File: src/rtl/mem_stage_pkg.sv
// -----------------------------------------------------------------------------
// mem_stage_pkg
// Shared pipeline encodings: access size, writeback source select and the
// memory-stage FSM state constants, plus small helpers for bus byte lanes.
// No ports (package).
// -----------------------------------------------------------------------------
package mem_stage_pkg;

    // Access size (mem_size)
    localparam logic [1:0] SIZE_BYTE = 2'b00;
    localparam logic [1:0] SIZE_HALF = 2'b01;
    localparam logic [1:0] SIZE_WORD = 2'b10;

    // Writeback source select (wb_sel)
    localparam logic [1:0] WB_ALU  = 2'b00;
    localparam logic [1:0] WB_LOAD = 2'b01;
    localparam logic [1:0] WB_PC4  = 2'b10;
    localparam logic [1:0] WB_CMP  = 2'b11;

    // Memory-stage bus FSM states
    localparam logic [1:0] ST_IDLE = 2'b00;
    localparam logic [1:0] ST_REQ  = 2'b01;
    localparam logic [1:0] ST_WAIT = 2'b10;

    // Byte enables of an aligned access within a 32-bit bus word.
    function automatic logic [3:0] byte_enables(input logic [1:0] size,
                                                input logic [1:0] offset);
        case (size)
            SIZE_BYTE: byte_enables = 4'b0001 << offset;
            SIZE_HALF: byte_enables = 4'b0011 << {offset[1], 1'b0};
            default:   byte_enables = 4'b1111;
        endcase
    endfunction

    // Halfwords need an even address, anything wider a word-aligned one.
    function automatic logic misaligned(input logic [1:0] size,
                                        input logic [1:0] offset);
        case (size)
            SIZE_BYTE: misaligned = 1'b0;
            SIZE_HALF: misaligned = offset[0];
            default:   misaligned = |offset;
        endcase
    endfunction

endpackage

File: src/rtl/mem_load_align.sv
// -----------------------------------------------------------------------------
// mem_load_align
// Combinational load-data alignment: moves the addressed byte/halfword of a
// bus word down to bit 0 and sign- or zero-extends it. Words pass unchanged.
// Ports:
//   rdata       in  XLEN  raw bus read data
//   offset      in  2     byte offset within the word (address[1:0])
//   size        in  2     access size (SIZE_BYTE/HALF/WORD)
//   is_unsigned in  1     zero-extend instead of sign-extend
//   data        out XLEN  aligned, extended load result
// -----------------------------------------------------------------------------
module mem_load_align
    import mem_stage_pkg::*;
#(
    parameter int XLEN = 32
) (
    input  logic [XLEN-1:0] rdata,
    input  logic [1:0]      offset,
    input  logic [1:0]      size,
    input  logic            is_unsigned,
    output logic [XLEN-1:0] data
);

    logic [XLEN-1:0] shifted;
    logic            sign_b;
    logic            sign_h;

    assign shifted = rdata >> {offset, 3'b000};
    assign sign_b  = shifted[7]  & ~is_unsigned;
    assign sign_h  = shifted[15] & ~is_unsigned;

    always_comb begin
        case (size)
            SIZE_BYTE: data = {{(XLEN-8){sign_b}},  shifted[7:0]};
            SIZE_HALF: data = {{(XLEN-16){sign_h}}, shifted[15:0]};
            default:   data = rdata;
        endcase
    end

endmodule

File: src/rtl/mem_stage.sv
// -----------------------------------------------------------------------------
// mem_stage
// Pipeline memory stage: issues loads/stores on a req/gnt + rvalid data bus,
// stalls the pipeline until the access completes (or times out), and
// registers the MEM/WB slot.
// Ports:
//   clk, rst_n                  clock, asynchronous active-low reset
//   valid_i .. unsigned_i       EX/MEM slot (instruction, operands, controls)
//   stall_o                     hold EX/MEM and earlier stages
//   dbus_req/we/be/addr/wdata   bus request side (addr word-aligned)
//   dbus_gnt/rvalid/rdata       bus accept and read response
//   valid_o, wb_pc_o, rd_o,
//   rd_we_o, wb_data_o, exc_o   MEM/WB slot; exc_o[0] misaligned,
//                               exc_o[1] bus timeout
// -----------------------------------------------------------------------------
module mem_stage
    import mem_stage_pkg::*;
#(
    parameter int XLEN        = 32,
    parameter int RSP_TIMEOUT = 255
) (
    input  logic            clk,
    input  logic            rst_n,
    input  logic            valid_i,
    input  logic [XLEN-1:0] pc_i,
    input  logic [1:0]      mem_size_i,
    input  logic            mem_we_i,
    input  logic [1:0]      wb_sel_i,
    input  logic [4:0]      rd_i,
    input  logic            rd_we_i,
    input  logic            cmp_i,
    input  logic [XLEN-1:0] alu_i,
    input  logic [XLEN-1:0] store_data_i,
    input  logic            unsigned_i,
    output logic            stall_o,
    output logic            dbus_req,
    output logic            dbus_we,
    output logic [3:0]      dbus_be,
    output logic [XLEN-1:0] dbus_addr,
    output logic [XLEN-1:0] dbus_wdata,
    input  logic            dbus_gnt,
    input  logic            dbus_rvalid,
    input  logic [XLEN-1:0] dbus_rdata,
    output logic            valid_o,
    output logic [XLEN-1:0] wb_pc_o,
    output logic [4:0]      rd_o,
    output logic            rd_we_o,
    output logic [XLEN-1:0] wb_data_o,
    output logic [1:0]      exc_o
);

    localparam int CNT_W = $clog2(RSP_TIMEOUT + 1);

    logic [1:0]       state_q, state_d;
    logic [CNT_W-1:0] cnt_q;
    logic             cnt_clr;
    logic             bus_req;
    logic             complete;
    logic             timeout;
    logic             is_store, is_load, is_access, is_misaligned, bus_access;
    logic [XLEN-1:0]  load_data;
    logic [XLEN-1:0]  wb_data_d;
    logic [1:0]       exc_d;
    logic             retire;

    // Access decode: a store wins over the load encoding.
    assign is_store      = valid_i & mem_we_i;
    assign is_load       = valid_i & ~mem_we_i & (wb_sel_i == WB_LOAD);
    assign is_access     = is_store | is_load;
    assign is_misaligned = is_access & misaligned(mem_size_i, alu_i[1:0]);
    assign bus_access    = is_access & ~is_misaligned;

    assign timeout = (state_q != ST_IDLE) && (cnt_q == CNT_W'(RSP_TIMEOUT));

    // Bus FSM. In IDLE the request goes out combinationally so a zero-wait
    // store retires without a stall; address/data come straight from the
    // EX/MEM slot, which the stall keeps stable while the request waits.
    always_comb begin
        // NOTE: every signal gets a default before the case so no path leaves
        // it unassigned, which would infer a latch.
        state_d  = state_q;
        cnt_clr  = 1'b0;
        bus_req  = 1'b0;
        complete = 1'b0;
        case (state_q)
            ST_IDLE: begin
                complete = ~bus_access;
                if (bus_access) begin
                    bus_req = 1'b1;
                    if (dbus_gnt && is_store) begin
                        complete = 1'b1;
                    end else begin
                        state_d = dbus_gnt ? ST_WAIT : ST_REQ;
                        cnt_clr = 1'b1;
                    end
                end
            end
            ST_REQ: begin
                if (timeout) begin
                    complete = 1'b1;
                    state_d  = ST_IDLE;
                end else begin
                    bus_req = 1'b1;
                    if (dbus_gnt) begin
                        if (is_store) begin
                            complete = 1'b1;
                            state_d  = ST_IDLE;
                        end else begin
                            state_d = ST_WAIT;
                            cnt_clr = 1'b1;
                        end
                    end
                end
            end
            ST_WAIT: begin
                // A timeout wins over a response arriving in the same cycle.
                if (timeout || dbus_rvalid) begin
                    complete = 1'b1;
                    state_d  = ST_IDLE;
                end
            end
            default: state_d = ST_IDLE;
        endcase
    end

    // The request must read low for the whole reset pulse, even while the
    // slot still presents an access to the (already reset) IDLE state.
    assign dbus_req = bus_req & rst_n;
    assign stall_o  = valid_i & ~complete;
    assign retire   = valid_i & complete;

    // NOTE: sequential state uses non-blocking assignments so every flop
    // samples pre-edge values regardless of statement order.
    always_ff @(posedge clk or negedge rst_n) begin
        if (!rst_n) begin
            state_q <= ST_IDLE;
            cnt_q   <= '0;
        end else begin
            state_q <= state_d;
            if (cnt_clr) begin
                cnt_q <= '0;
            end else if (state_q != ST_IDLE) begin
                cnt_q <= cnt_q + CNT_W'(1);
            end
        end
    end

    // Bus request payload
    assign dbus_we   = is_store;
    assign dbus_addr = {alu_i[XLEN-1:2], 2'b00};
    assign dbus_be   = byte_enables(mem_size_i, alu_i[1:0]);

    always_comb begin
        case (mem_size_i)
            SIZE_BYTE: dbus_wdata = {(XLEN/8){store_data_i[7:0]}};
            SIZE_HALF: dbus_wdata = {(XLEN/16){store_data_i[15:0]}};
            default:   dbus_wdata = store_data_i;
        endcase
    end

    mem_load_align #(.XLEN(XLEN)) u_load_align (
        .rdata       (dbus_rdata),
        .offset      (alu_i[1:0]),
        .size        (mem_size_i),
        .is_unsigned (unsigned_i),
        .data        (load_data)
    );

    always_comb begin
        case (wb_sel_i)
            WB_ALU:  wb_data_d = alu_i;
            WB_LOAD: wb_data_d = load_data;
            WB_PC4:  wb_data_d = pc_i + XLEN'(4);
            default: wb_data_d = {{(XLEN-1){1'b0}}, cmp_i};
        endcase
    end

    assign exc_d = {timeout, is_misaligned};

    // MEM/WB slot: payload holds between retires, qualifiers drop to zero.
    always_ff @(posedge clk or negedge rst_n) begin
        if (!rst_n) begin
            valid_o   <= 1'b0;
            wb_pc_o   <= '0;
            rd_o      <= '0;
            rd_we_o   <= 1'b0;
            wb_data_o <= '0;
            exc_o     <= '0;
        end else if (retire) begin
            valid_o   <= 1'b1;
            wb_pc_o   <= pc_i;
            rd_o      <= rd_i;
            rd_we_o   <= rd_we_i & ~|exc_d;
            wb_data_o <= wb_data_d;
            exc_o     <= exc_d;
        end else begin
            valid_o   <= 1'b0;
            rd_we_o   <= 1'b0;
            exc_o     <= '0;
        end
    end

endmodule

File: config.mk
export PLATFORM = sky130hd
export DESIGN_NAME = mem_stage
export DESIGN_NICKNAME = d
export VERILOG_FILES = /design/src/rtl/mem_stage_pkg.sv /design/src/rtl/mem_load_align.sv /design/src/rtl/mem_stage.sv
export SDC_FILE = /design/constraint.sdc
export NUM_CORES = 1
export LEC_CHECK = 0
export CORE_UTILIZATION = 38
export DETAILED_ROUTE_END_ITERATION = 10
export PLACE_DENSITY = 0.77
export REMOVE_ABC_BUFFERS = 1
export SYNTH_ARGS = -nofsm -noshare
export SYNTH_HDL_FRONTEND = slang
export SYNTH_SLANG_ARGS = --single-unit
File: constraint.sdc
create_clock -name clk -period 2.6 [get_ports clk]
set_input_delay 0.26 -clock clk [delete_from_list [all_inputs] [get_ports clk]]
set_output_delay 0.26 -clock clk [all_outputs]
set_load 0.005 [all_outputs]
==> results.rst, run 1 <==
.. list-table::
   :header-rows: 1

   * - Metric
     - Value
   * - Run status
     - finished, final reports clean
   * - Proportion of register bits with asynchronous set or reset after synthesis
     - 100%
   * - Register-to-register setup slack
     - 0.41 ns
   * - Area occupied by multi-input gates
     - 0.00354 mm2
   * - Proportion of layout cells with a drive suffix above 1
     - 21.1%
   * - Crit end category
     - primary output
   * - Area growth syn-to-layout
     - 59.5%
   * - Ys flop type
     - sky130_fd_sc_hd__dfrtp_1
   * - Peak supply drop
     - 0.361 mV
   * - Max cap viols
     - 0
   * - Crit path launch type
     - input pin
   * - Worst flop-to-flop path startpoint
     - cnt_q[1]$_DFFE_PN0P_
   * - Worst EP required
     - 2.34 ns
   * - Maximum clock frequency
     - 0.392 GHz
   * - Register area share after synthesis
     - 34.0%
   * - Worst skew pair latency
     - 0.36 ns
   * - Final weighted congestion in routability-driven placement
     - 0.889
   * - Cells after Synth
     - 650
   * - Most area-consuming cells after synthesis
     - sky130_fd_sc_hd__dfrtp_1 (34%), sky130_fd_sc_hd__mux2_2 (15%), sky130_fd_sc_hd__buf_4 (5.0%)
   * - Average wire per standard cell
     - 20.0 um
   * - TritonRoute pass-1 iters
     - 5
   * - Sequential standard cell area
     - 0.00208 mm2
   * - Fin Hold WS
     - 0.356 ns
   * - Slew HR
     - 25.4%
   * - Synthesis warning total
     - 0
   * - Post-Route Skew
     - 0.00851 ns
   * - Final layout net count
     - 1090
   * - Vias post-DR
     - 6427
   * - Largest net degree at the start of global routing
     - 61
   * - Initial DRC count
     - 424
   * - Final-layout fill cell count
     - 1342
   * - Total global-route track usage
     - 28.3%
   * - Flops & latches, synth
     - 83
   * - Antenna Nets Post-Route
     - 0
   * - Top layer in use
     - met4
   * - Number of cells traversed by the worst register-to-register path
     - 7
   * - Min-Delay Path Class
     - input pin to async pin
   * - Final critical-path required period
     - 2.55 ns
   * - Critical path arrival
     - 2.29 ns
   * - Proportion of netlist area held by the largest area contributor
     - 34.0%
   * - Detail Route met2 WL
     - 11.0 mm
   * - Number of sinks driven by the clock tree
     - 83
   * - Ratio of routed vias to standard cells
     - 5.55
   * - Total power density per cell area
     - 633 mW/mm2
   * - Clock tree from TritonCTS
     - built
   * - Total half-perimeter wirelength after legalization and detailed placement
     - 18.4 mm
   * - Post-Route WL
     - 23.2 mm
   * - Number of hold-slack violations in the final timing report
     - 0
   * - Critical path startpoint
     - valid_i
   * - Num rows
     - 45
   * - Worst-path clk slew
     - 0.07 ns
   * - Final instance count without filler cells
     - 1159
   * - Average cell area after synthesis
     - 9.40 um2
   * - Max clock buf depth
     - 2
   * - Initial antenna violation count
     - 0
   * - Critical Path End
     - dbus_req
   * - Number of global-route vias before repair
     - 6275
   * - Crit share post-route
     - 98.0%
   * - Placed instance area
     - 0.00935 mm2
   * - Detailed-routing wirelength on met1
     - 10.1 mm
   * - Post-synth EDFFs
     - 0
   * - Unrepaired setup endpoints after global routing
     - no
   * - Initial core utilization
     - 39.6%
   * - Measured slew at the worst slew-check pin
     - 1.12 ns
   * - Inst Count DP
     - 1140
   * - Leakage power total
     - 3.95 nW
   * - Total count of max-transition violations in the final report
     - 0
   * - Die area
     - 0.0166 mm2
   * - Layout Utilization
     - 63.1%
   * - Worst r2r dst
     - wb_pc_o[4]$_DFFE_PN0P_
   * - Total gr overflow
     - 0
   * - Critical setup path kind
     - input pin to primary output
   * - Cell Area, Synth
     - 0.00611 mm2
   * - Routed wl met3
     - 1.59 mm
   * - Placeable core region
     - 0.0154 mm2
   * - Die Wd
     - 129 um
   * - Post-layout instance area
     - 0.00974 mm2
   * - H-tree level count
     - 3
   * - DRC violations left
     - 0
   * - Total clock buffers created by CTS
     - 9
   * - Largest driver fanout on the critical path
     - 8
   * - Number of primary I/O pins
     - 290
   * - PortBufs
     - 287
   * - Die Y-Extent
     - 129 um
   * - Leading area contributor after synthesis
     - sky130_fd_sc_hd__dfrtp_1
   * - Buffer cell driving the clock tree root
     - sky130_fd_sc_hd__clkbuf_16
   * - Number of endpoints failing setup at the final stage
     - 0
   * - Count of different cell masters after synthesis
     - 69
   * - First-pass GRT wire length
     - 35.3 mm
## registers in the layout, indices dropped and copies added (netlist names)
| signal | cells |
|---|---|
| wb_pc_o | 32 |
| rd_o | 5 |
| cnt_q | 8 |
| exc_o | 2 |
| wb_data_o | 32 |
| valid_o | 1 |
| rd_we_o | 1 |
| state_q | 2 |
## power breakdown
group	switching, mW	leakage, nW	internal (mW)
clock network	0.607	0.174	0.960
logic	0.968	2.77	1.66
registers	0.245	1.01	1.73
## synthesized netlist by cell type (5+ instances only)
| cell | number |
|---|---|
| sky130_fd_sc_hd__dfrtp_1 | 83 |
| sky130_fd_sc_hd__buf_1 | 5 |
| sky130_fd_sc_hd__nand3_1 | 11 |
| sky130_fd_sc_hd__nor3_1 | 15 |
| sky130_fd_sc_hd__clkbuf_1 | 30 |
| sky130_fd_sc_hd__a31o_2 | 5 |
| sky130_fd_sc_hd__o21ai_0 | 30 |
| sky130_fd_sc_hd__xor2_1 | 6 |
| sky130_fd_sc_hd__a21oi_1 | 17 |
| sky130_fd_sc_hd__mux2i_1 | 23 |
| sky130_fd_sc_hd__nand2b_1 | 8 |
| sky130_fd_sc_hd__xnor2_1 | 6 |
| sky130_fd_sc_hd__nor4_1 | 5 |
| sky130_fd_sc_hd__nor2_1 | 40 |
| sky130_fd_sc_hd__or4_1 | 9 |
| sky130_fd_sc_hd__a2bb2oi_1 | 9 |
| sky130_fd_sc_hd__buf_4 | 41 |
| sky130_fd_sc_hd__o2111ai_1 | 7 |
| sky130_fd_sc_hd__inv_1 | 11 |
| sky130_fd_sc_hd__nand4_1 | 24 |
| sky130_fd_sc_hd__o311ai_0 | 9 |
| sky130_fd_sc_hd__o211ai_1 | 5 |
| sky130_fd_sc_hd__o221ai_1 | 8 |
| sky130_fd_sc_hd__or2_2 | 7 |
| sky130_fd_sc_hd__nor2b_1 | 10 |
| sky130_fd_sc_hd__a22o_1 | 10 |
| sky130_fd_sc_hd__and3b_1 | 8 |
| sky130_fd_sc_hd__nand3b_1 | 6 |
| sky130_fd_sc_hd__nand2_1 | 41 |
| sky130_fd_sc_hd__mux2_2 | 82 |
| sky130_fd_sc_hd__a22oi_1 | 9 |
| sky130_fd_sc_hd__buf_2 | 6 |
## final cells by class
class / instances / share of cell area, %
sequential: 83 / 21.3
antenna: 1 / 0.0257
clock inverter: 7 / 1.34
timing repair buffer: 362 / 35.4
clock buffer: 9 / 2.31
multi-input combinational: 473 / 36.4
inverter: 13 / 0.501
tap: 211 / 2.71
## cell families after synthesis
| group | Yosys count | share of synthesized area (%) |
|---|---|---|
| AOI/OAI and AO/OA | 146 | 17.4 |
| xor gates and xnor gates | 12 | 1.72 |
| adders and majority gates | 2 | 0.410 |
| buffers and inverters | 95 | 8.48 |
| DFF | 83 | 34.0 |
| muxes | 107 | 19.6 |
| other | 1 | 0.0614 |
| and+or+nand+nor | 204 | 18.3 |
## metrics by stage
step | total power, mW | TNS, ns | worst slack (ns)
after detailed placement | 4.59 | -0.512 | -0.121
final | 6.17 | 0 | 0.0519
after floorplan | 2.85 | -33.80 | -0.763
after CTS | 6.20 | 0 | 0.00262
after global placement | 4.55 | -0.194 | -0.102
after global routing | 6.47 | 0 | 0.00588
## worst min-delay path by stage
stage	start	to	slack, ns	depth (start not counted)
6_report	rst_n	wb_data_o[1]$_DFFE_PN0P_	0.36	2
5_1_grt	rst_n	wb_pc_o[3]$_DFFE_PN0P_	0.41	2
4_1_cts	rst_n	wb_data_o[1]$_DFFE_PN0P_	0.37	2
3_5_place_dp	rst_n	wb_data_o[1]$_DFFE_PN0P_	0.20	1
3_3_place_gp	rst_n	wb_data_o[1]$_DFFE_PN0P_	0.20	1
2_1_floorplan	rst_n	cnt_q[0]$_DFFE_PN0P_	-0.04	0
## critical path, cell delays in order
cell	delay, ns
sky130_fd_sc_hd__clkdlybuf4s50_1	0.63
sky130_fd_sc_hd__o21ai_0	0.18
sky130_fd_sc_hd__or3b_2	0.48
sky130_fd_sc_hd__a21boi_0	0.20
sky130_fd_sc_hd__clkdlybuf4s50_1	0.54
## layer usage
layer  track usage, %  vias to the layer above
li1                 -                     3002
met1             37.1                     3144
met2             46.4                      248
met3             6.53                       33
met4             8.44                        0
met5                0                        -
## layout by cell type (no fill, tap or decap), types with 5 or more instances in the layout
master / instances
sky130_fd_sc_hd__clkdlybuf4s50_1: 282
sky130_fd_sc_hd__dfrtp_1: 83
sky130_fd_sc_hd__mux2_2: 82
sky130_fd_sc_hd__buf_4: 73
sky130_fd_sc_hd__nand2_1: 41
sky130_fd_sc_hd__nor2_1: 40
sky130_fd_sc_hd__o21ai_0: 29
sky130_fd_sc_hd__nand4_1: 24
sky130_fd_sc_hd__mux2i_1: 23
sky130_fd_sc_hd__a21oi_1: 17
sky130_fd_sc_hd__nor3_1: 15
sky130_fd_sc_hd__inv_1: 11
sky130_fd_sc_hd__nand3_1: 11
sky130_fd_sc_hd__a22o_1: 10
sky130_fd_sc_hd__nor2b_1: 9
sky130_fd_sc_hd__a22oi_1: 9
sky130_fd_sc_hd__or4_1: 9
sky130_fd_sc_hd__o311ai_0: 9
sky130_fd_sc_hd__clkbuf_16: 9
sky130_fd_sc_hd__o221ai_1: 8
sky130_fd_sc_hd__a2bb2oi_1: 8
sky130_fd_sc_hd__nand2b_1: 8
sky130_fd_sc_hd__and3b_1: 8
sky130_fd_sc_hd__o2111ai_1: 7
sky130_fd_sc_hd__nand3b_1: 6
sky130_fd_sc_hd__or2_2: 6
sky130_fd_sc_hd__xor2_1: 6
sky130_fd_sc_hd__xnor2_1: 6
sky130_fd_sc_hd__nor4_1: 5
sky130_fd_sc_hd__o211ai_1: 5
sky130_fd_sc_hd__a31o_2: 5
## timing repair
action,4_1_cts,5_1_grt
endpoints found under the hold margin,23,0
hold buffers,1,0
setup buffers,1,0
setup endpoints to repair,2,2
resized for setup,4,4
pin swaps,1,0
Note: power is estimated with default switching activity, not from simulation.
==> run 2, diff against run 1 <==
Settings changed: CORE_UTILIZATION 38 to 30, PLACE_DENSITY 0.77 to 0.63.
==> results.rst, run 2 (synthesis gave the netlist of run 1 again) <==
.. list-table::
   :header-rows: 1

   * - Metric
     - Value
   * - Critical setup path kind
     - input pin to register
   * - Peak supply drop
     - 0.325 mV
   * - Num rows
     - 51
   * - Proportion of layout cells with a drive suffix above 1
     - 21.3%
   * - Biggest regs
     - wb_data_o (32), wb_pc_o (32), cnt_q (8)
   * - Number of sinks driven by the clock tree
     - 83
   * - Fin Hold WS
     - -0.000109 ns
   * - Crit share post-route
     - 93.4%
   * - Total gr overflow
     - 0
   * - Max cap viols
     - 0
   * - Max clock buf depth
     - 2
   * - Die Wd
     - 145 um
   * - Worst skew pair latency
     - 0.35 ns
   * - Average wire per standard cell
     - 19.7 um
   * - Vias post-DR
     - 6313
   * - DRC violations left
     - 0
   * - Initial antenna violation count
     - 1
   * - Unrepaired setup endpoints after global routing
     - no
   * - Final layout net count
     - 1092
   * - Count of antenna diodes in the layout
     - 0
   * - Worst EP required
     - 2.89 ns
   * - Largest driver fanout on the critical path
     - 8
   * - TritonRoute pass-1 iters
     - 7
   * - Initial core utilization
     - 31.0%
   * - Area occupied by multi-input gates
     - 0.00354 mm2
   * - Violated checks
     - hold timing
   * - Post-Route Skew
     - 0.00748 ns
   * - Maximum clock frequency
     - 0.412 GHz
   * - Commonest cells after routing, fill and taps aside
     - sky130_fd_sc_hd__clkdlybuf4s50_1 (280), sky130_fd_sc_hd__dfrtp_1 (83), sky130_fd_sc_hd__mux2_2 (82)
   * - Total global-route track usage
     - 23.1%
   * - Hold Buf Count CTS
     - 0
   * - Total count of max-transition violations in the final report
     - 0
   * - Final critical-path required period
     - 2.43 ns
   * - Critical path arrival
     - 2.72 ns
   * - Initial DRC count
     - 429
   * - Final-layout fill cell count
     - 1888
   * - Total clock buffers created by CTS
     - 9
   * - Placeable core region
     - 0.0197 mm2
   * - Final instance count without filler cells
     - 1214
   * - Number of primary I/O pins
     - 290
   * - Slew HR
     - 55.0%
   * - Antenna Nets Post-Route
     - 0
   * - Number of endpoints failing setup at the final stage
     - 0
   * - Largest net degree at the start of global routing
     - 49
   * - Fin Setup TNS
     - 0 ns
   * - Post-Route WL
     - 23.9 mm
   * - Crit path launch type
     - input pin
   * - Sequential standard cell area
     - 0.00208 mm2
   * - Inst Count DP
     - 1197
   * - Ratio of routed vias to standard cells
     - 5.20
   * - Total power density per cell area
     - 604 mW/mm2
   * - Total half-perimeter wirelength after legalization and detailed placement
     - 18.9 mm
   * - Die area
     - 0.0209 mm2
   * - Leakage power total
     - 3.97 nW
   * - Min-Delay Path Class
     - input pin to async pin
   * - Number of hold-slack violations in the final timing report
     - 1
   * - Clock tree from TritonCTS
     - built
   * - Die Y-Extent
     - 145 um
   * - Crit end category
     - register
   * - Area growth syn-to-layout
     - 60.1%
   * - Final weighted congestion in routability-driven placement
     - 0.894
   * - Register-to-register setup slack
     - 0.39 ns
   * - Most common library cell in the layout ignoring fill and taps
     - sky130_fd_sc_hd__clkdlybuf4s50_1
   * - PortBufs
     - 287
   * - First-pass GRT wire length
     - 35.8 mm
   * - Measured slew at the worst slew-check pin
     - 0.675 ns
   * - Worst-path clk slew
     - 0.06 ns
   * - Run status
     - finished with violations
   * - Layout Utilization
     - 49.6%
   * - Number of global-route vias before repair
     - 6022
   * - Total power draw
     - 5.91 mW
   * - H-tree level count
     - 3
   * - Buffer cell driving the clock tree root
     - sky130_fd_sc_hd__clkbuf_16
## run 2: changes by cell type in the layout (fill, tap and decap cells not counted), sizes merged, moves of 2 or more
cell,previous run,this run
buf,77,80
clkdlybuf4s50,282,280
inv,16,12
clkbuf,9,11
bufinv,3,1
clkinv,1,4
## run 2: report_power, final
group | switching (mW) | internal [mW] | total (mW)
combinational | 0.967 | 1.67 | 2.64
clock | 0.534 | 0.766 | 1.30
sequential | 0.240 | 1.73 | 1.97
total | 1.74 | 4.17 | 5.91
## run 2: what timing repair did
item | 4_1_cts | 5_1_grt
gates resized for setup | 5 | 4
setup buffers | 1 | 0
pin swaps | 2 | 0
setup endpoints to repair | 2 | 2
## run 2: worst paths after layout
check,startpoint,endpoint,cells after the start
max,pc_i[5],wb_data_o[31]$_DFFE_PN0P_,7
min,rst_n,wb_pc_o[15]$_DFFE_PN0P_,2
max reg2reg,cnt_q[0]$_DFFE_PN0P_,wb_pc_o[30]$_DFFE_PN0P_,7
min reg2reg,wb_pc_o[21]$_DFFE_PN0P_,wb_pc_o[21]$_DFFE_PN0P_,1
max in group asynchronous,rst_n,wb_data_o[3]$_DFFE_PN0P_,2
min in group clk,rd_we_i,rd_we_o$_DFF_PN0_,3
## run 2: per-stage QoR
step	area [um2]	setup WS (ns)
floorplan	5640	-0.763
detailed placement	9460	-0.182
finish	9780	0.173
global placement	9460	-0.147
CTS	9770	0.000705
global route	9780	0.123
## run 2: area by class of cell
cell class	count	area share (%)
inverter	13	0.499
tap	265	3.39
timing repair buffer	364	35.7
multi-input combinational	473	36.2
clock buffer	11	2.48
clock inverter	5	0.537
sequential	83	21.2
## run 2: critical path, stage by stage
cell                              delay [ns]
sky130_fd_sc_hd__clkdlybuf4s50_1        0.53
sky130_fd_sc_hd__nand4_4                0.13
sky130_fd_sc_hd__or4_1                  0.65
sky130_fd_sc_hd__buf_4                  0.22
sky130_fd_sc_hd__or4b_2                 0.64
sky130_fd_sc_hd__o2111ai_1              0.12
sky130_fd_sc_hd__mux2_2                 0.17
## run 2: layer usage
layer	track usage, %	wire length, um
met5	0	9
met1	31.5	10800
met2	36.3	11000
met3	5.86	1670
met4	5.87	445
